File: src/rtl/mult_pkg.sv
// Shared definitions for the 2-bit multiplier path: product width/range,
// handshake state encoding and a constant clog2 helper.
package mult_pkg;

    localparam int PROD_W   = 4;
    localparam int MAX_PROD = 9;

    typedef enum logic {
        ACCUM,
        HOLD
    } state_t;

    function automatic int clog2(input int value);
        int result;
        int v;
        result = 0;
        v = value - 1;
        while (v > 0) begin
            result++;
            v = v >> 1;
        end
        return result;
    endfunction

endpackage

File: src/rtl/product_accumulator.sv
// Sums up to COUNT multiplier products per block (early close on in_last) and
// presents the block sum/count on a registered valid/ready output.
module product_accumulator #(
    parameter int  PROD_W   = mult_pkg::PROD_W,
    parameter int  COUNT    = 4,
    parameter int  MAX_PROD = mult_pkg::MAX_PROD,
    localparam int ACC_W    = PROD_W + mult_pkg::clog2(COUNT),
    localparam int CNT_W    = mult_pkg::clog2(COUNT + 1)
) (
    input  logic              clk,
    input  logic              rst,
    input  logic              in_valid,
    output logic              in_ready,
    input  logic [PROD_W-1:0] in_prod,
    input  logic              in_last,
    output logic              out_valid,
    input  logic              out_ready,
    output logic [ACC_W-1:0]  out_sum,
    output logic [CNT_W-1:0]  out_count,
    output logic              err
);
    import mult_pkg::*;

    state_t           state, state_next;
    logic [ACC_W-1:0] acc, acc_next, sum_next, prod_ext;
    logic [CNT_W-1:0] cnt, cnt_next, count_inc;
    logic [ACC_W-1:0] out_sum_next;
    logic [CNT_W-1:0] out_count_next;
    logic             out_valid_next, err_next;
    logic             accept, closing;

    // Ready depends only on state and downstream ready, never on in_valid.
    assign in_ready = !rst && ((state == ACCUM) || out_ready);
    assign accept   = in_valid && in_ready;
    assign prod_ext = ACC_W'(in_prod);

    always_comb begin
        state_next     = state;
        acc_next       = acc;
        cnt_next       = cnt;
        out_valid_next = out_valid;
        out_sum_next   = out_sum;
        out_count_next = out_count;
        err_next       = err || (accept && (in_prod > PROD_W'(MAX_PROD)));
        sum_next       = acc + prod_ext;
        count_inc      = cnt + 1'b1;
        closing        = (count_inc == CNT_W'(COUNT)) || in_last;

        unique case (state)
            ACCUM: begin
                if (accept) begin
                    if (closing) begin
                        out_sum_next   = sum_next;
                        out_count_next = count_inc;
                        out_valid_next = 1'b1;
                        acc_next       = '0;
                        cnt_next       = '0;
                        state_next     = HOLD;
                    end else begin
                        acc_next = sum_next;
                        cnt_next = count_inc;
                    end
                end
            end
            HOLD: begin
                // A beat accepted while the sum drains opens the next block.
                if (out_ready) begin
                    if (accept && ((COUNT == 1) || in_last)) begin
                        out_sum_next   = prod_ext;
                        out_count_next = CNT_W'(1);
                        acc_next       = '0;
                        cnt_next       = '0;
                    end else if (accept) begin
                        acc_next       = prod_ext;
                        cnt_next       = CNT_W'(1);
                        out_valid_next = 1'b0;
                        state_next     = ACCUM;
                    end else begin
                        out_valid_next = 1'b0;
                        state_next     = ACCUM;
                    end
                end
            end
        endcase
    end

    always_ff @(posedge clk) begin
        if (rst) begin
            state     <= ACCUM;
            acc       <= '0;
            cnt       <= '0;
            out_valid <= 1'b0;
            out_sum   <= '0;
            out_count <= '0;
            err       <= 1'b0;
        end else begin
            state     <= state_next;
            acc       <= acc_next;
            cnt       <= cnt_next;
            out_valid <= out_valid_next;
            out_sum   <= out_sum_next;
            out_count <= out_count_next;
            err       <= err_next;
        end
    end

endmodule

File: config.mk
export PLATFORM = sky130hd
export DESIGN_NAME = product_accumulator
export DESIGN_NICKNAME = d
export VERILOG_FILES = /design/src/rtl/mult_pkg.sv /design/src/rtl/product_accumulator.sv
export SDC_FILE = /design/constraint.sdc
export NUM_CORES = 1
export LEC_CHECK = 0
export BUFFER_PORTS_ARGS = -buffer_cell sky130_fd_sc_hd__buf_2
export CORE_ASPECT_RATIO = 0.7
export CORE_UTILIZATION = 58
export CTS_CLUSTER_DIAMETER = 120
export DETAILED_ROUTE_END_ITERATION = 10
export PLACE_DENSITY = 0.91
export SYNTH_ARGS = -nofsm -noshare
export SYNTH_HDL_FRONTEND = slang
export SYNTH_SLANG_ARGS = --single-unit
File: constraint.sdc
create_clock -name clk -period 4.74 [get_ports clk]
set_input_delay 0.948 -clock clk [delete_from_list [all_inputs] [get_ports clk]]
set_output_delay 0.948 -clock clk [all_outputs]
set_load 0.01 [all_outputs]
After elaboration in Yosys (flattened, before gate mapping)
Index checks and enable logic that the tools add are counted.
- equality and inequality tests: 7
- add/sub/neg operators: 2
- bitwise logic cells: 1
- mux-type cells: 32
- $lt $le $gt $ge: 1
- reduce and logical (&&, ||, !) cells: 11
- operators by type and width (operator ; count):
    $mux W6 ; 9
    $mux W3 ; 9
    $pmux W6 S2 ; 2
    $pmux W3 S2 ; 2
    $mux W1 ; 8
    $ne A2 B2 Y1 const B ; 4
    $reduce_and A4 Y1 ; 2
    $add A6 B4 Y6 ; 1
    $gt A4 B4 Y1 const B ; 1
    $logic_and A1 B1 Y1 ; 4
    $pmux W1 S2 ; 2
    $add A3 B1 Y3 const B ; 1
    $eq A3 B3 Y1 const B ; 1
    $logic_or A1 B1 Y1 ; 3
    $ne A3 B1 Y1 const B ; 1
    $reduce_and A3 Y1 ; 1
    $ne A2 B1 Y1 const B ; 1
    $logic_not A1 Y1 ; 1
    $not A1 Y1 ; 1
- word-level logic and storage cells: 61
- input port bits: 9
- output and inout bits: 12
- register bits: 21

Logic depth before layout (Yosys ltp)
- depth after elaboration: 8
- gate-level depth with buffers: 7
- depth with buffers taken out: 6

Worst setup path before layout
OpenSTA, ideal clock, no wires.
- path type: input -> output
- start point: input rst
- end point: output in_ready
- data arrival time: 1.539 ns
- data required time: 3.792 ns
- path buffers: 2
- setup slack: 2.253 ns
- stages: 3
- cell sequence: buf_2 > clkbuf_1 > nor2_1
- cells in the longest elaborated chain, start to end: 2
- ends and longest elaborated chain (item ; line ; RTL):
    from (decl) ; product_accumulator.sv:11 ; input logic rst,
    $logic_not A1 Y1 ; product_accumulator.sv:33 ; assign in_ready = !rst && ((state == ACCUM) || out_ready);
    $logic_and A1 B1 Y1 ; product_accumulator.sv:33 ;
    to (decl) ; product_accumulator.sv:13 ; output logic in_ready,
No other way between the ends.

Worst setup path in the final report
- start point: register state
- end point: output in_ready
- cells in the longest elaborated chain, start to end: 3
- ends and longest elaborated chain (item ; line ; RTL):
    from (decl) ; product_accumulator.sv:24 ; state_t state, state_next;
    from (signal assigned) ; product_accumulator.sv:97 ; state <= state_next;
    $not A1 Y1 ; - ;
    $logic_or A1 B1 Y1 ; product_accumulator.sv:33 ;
    $logic_and A1 B1 Y1 ; product_accumulator.sv:33 ;
No other way between the ends.

==> impl_metrics.toml <==
[status]
status = "complete, no violations"

[floorplanning]
die_area_sq_mm = 0.00215
initial_core_util_pct = 61.5
ios = 21
rows = 13
dieWidth_um = 55.0
core_sq_mm = 0.00185
die_h_um = 39.1

[sta]
layout_min_cycle_time_ns = 2.60
tns_ns = 0
relSlewSlack_pct = 63.3
max_freq_mhz = 385
hold_ws_ns = 0.469
max_slew.worst_pin.slew_ns = 0.549
hold_violations = 0
fin_skew_ns = 0.00966
rsz0062_at_grt = "no"
slew_violations = 0
fin_crit_sh_pct = 54.9
setup_viol = 0

[min_path]
hold_path.class = "flip-flop to flip-flop"

[worst_setup_path]
worstPathRequired_ns = 3.79
worstPathMaxFanout = 15
critPathKind = "flip-flop to output port"
worst_ep_arrival_time_ns = 1.65
start_kind = "flip-flop"
worst_setup_path_end_kind = "output port"

[global_routing]
grt_usage_pct = 27.9
grt_max_degree = 19
antenna_found_initial = 0
grt_overflow = 0
grt_pass1_wl_um = 4140
first_global_vias = 920

[pwr]
switching_share_pct = 28.5
power_frac_clock_pct = 24.8
p_leak_nw = 0.549
p_int_w = 0.000241
p_comb_share_pct = 18.8
power.density_mw_per_mm2 = 269
pwr-share-seq_pct = 56.5
ir_worst_vdd_uv = 260
p_switching_w = 0.0000964

[cts]
clkLatencyLatePin_ns = 0.30
cts.clk_slew.worst_paths_ns = 0.12
cts_buffers = 3
cts.path.max_buffers = 2
clock_sinks = 21
post-cts-setup-buffers = 0
cts_tree = "yes"
postCtsHoldBufs = 0
cts_root_buffer = "clkbuf_4"
cts-htree-levels = 1
cts_resized = 0

[yosys]
synth_mux_area_share_pct = 4.39
ys_warn_count = 0
synth_top_family_by_area = "compound AO/OA/AOI/OAI gates"
yosysMostFrequentCell = "dfxtp_1"
synth_xor_area_share_pct = 4.50
synth_compound_gate_area_share_pct = 26.5
synth_common_cells = "21 x dfxtp_1, 14 x a21oi_1, 12 x nand2_1"
synth_flop_cell = "dfxtp_1"
synth_edf_count = 0
yosys-top-cells-area = "dfxtp_1 37%, ha_1 6.6%, a21oi_1 6.1%"
yosys.area.top_type = "dfxtp_1"
synth_simple_gate_area_share_pct = 13.8
synth_area_sq_mm = 0.00114
syn_inst = 125
yosysUniqueCellTypes = 34
synth_adder_area_share_pct = 8.34
syn_nets = 141
synth_top_area_share_pct = 36.9
ys_async_sr_fraction_pct = 0
synth-seq-cells = 21
ys_seq_area_share_pct = 36.9
synth_area_per_cell_sq_um = 9.12

[route]
drtAntennaViolNets = 0
drt_wl_total_um = 2570
first_pass_iters = 7
vias_per_cell = 6.27
wl_per_cell_um = 15.6
vias = 1028
drc = 0
drt_iter0_markers = 51

[place]
place_hpwl_um = 1940
globalplace.congestion = 0.837
port_buffers = 20

[flow_run]
cap_violations = 0

[finish]
synthToLayoutAreaGrowth_pct = 10.3
diodes = 0
drive_gt1_share_pct = 21.1
nNetsFinal = 159
## path summary, 6_finish.rpt
path         startpoint          to  slack [ns]  cells after the start
min reg2reg   out_valid   out_valid        0.47                      2
min           out_valid   out_valid        0.47                      2
max reg2reg       state  out_sum[1]        2.85                      4
max               state    in_ready        2.14                      4
## metal layers
metal  up-vias  global-route usage (%)  share of wire, %
met2        57                    44.0                47
met3         8                    9.41               9.7
met4         0                    8.75               1.5
met5         -                       0                 0
li1        491                       -                 -
met1       472                    35.6                42
## power groups by stage
| stage | Clock, W | Sequential, W | Combinational (W) |
|---|---|---|---|
| final | 0.0000836 | 0.000191 | 0.0000635 |
| after global routing | 0.0000965 | 0.000192 | 0.0000711 |
| after CTS | 0.0000854 | 0.000190 | 0.0000628 |
| after detailed placement | 0 | 0.000195 | 0.0000627 |
| after global placement | 0 | 0.000194 | 0.0000598 |
| after floorplan | 0 | 0.000194 | 0.0000440 |
## flip-flops by register name, summed over array words and instances, names as in the netlist
register / count
err: 1
cnt: 3
out_count: 3
out_sum: 6
state: 1
acc: 6
out_valid: 1
## logic make-up after synthesis
family,after synthesis
compound gates,41
fa+ha+maj,7
mux,5
buf+inv,14
xor+xnor,5
simple gates,32
flops,21
## per-stage QoR
stage	setup WS [ns]	cell area, sq um	total power, W	std cells	util, %
after detailed placement	2.21	1230	0.000257	160	66.3
after global placement	2.28	1230	0.000254	160	66.3
after CTS	2.17	1260	0.000339	164	67.8
after floorplan	2.25	1140	0.000238	125	-
after global routing	1.99	1260	0.000360	164	67.8
final	2.14	1260	0.000338	164	67.8
## critical path, cell delays in order, from the launching register on
cell and delay (ns):
dfxtp_1 0.68, inv_1 0.28, nor2_1 0.20, nor2_1 0.05, buf_2 0.15
## placed cells by master, fill, tap and decap left out
master	count
and2_4	1
inv_2	1
nand2b_1	2
nand2_1	12
o32ai_2	1
a31o_4	1
o32ai_1	5
mux2i_1	5
a22oi_1	3
o21a_1	1
nor2b_1	1
a311oi_2	1
xor2_2	1
o21ai_0	4
o221ai_1	1
a311oi_1	1
a21o_1	3
clkinv_2	1
nand3_1	6
fa_1	1
a211oi_1	4
ha_1	6
xnor2_1	2
buf_2	20
clkbuf_4	3
dfxtp_1	21
nand4b_1	2
a2111oi_0	1
inv_1	6
xor2_1	2
a21oi_1	14
nor2_1	5
a221o_1	1
and3_1	3
## final cells by class
cell class | instances | area (sq um)
Multi-Input combinational cell | 90 | 656
Fill cell | 160 | 597
Sequential cell | 21 | 420
Timing Repair Buffer | 20 | 100
Tap cell | 22 | 27.5
Inverter | 7 | 26.3
Clock buffer | 3 | 22.5
Clock inverter | 1 | 5.00
Power figures use the tool's default switching activity.
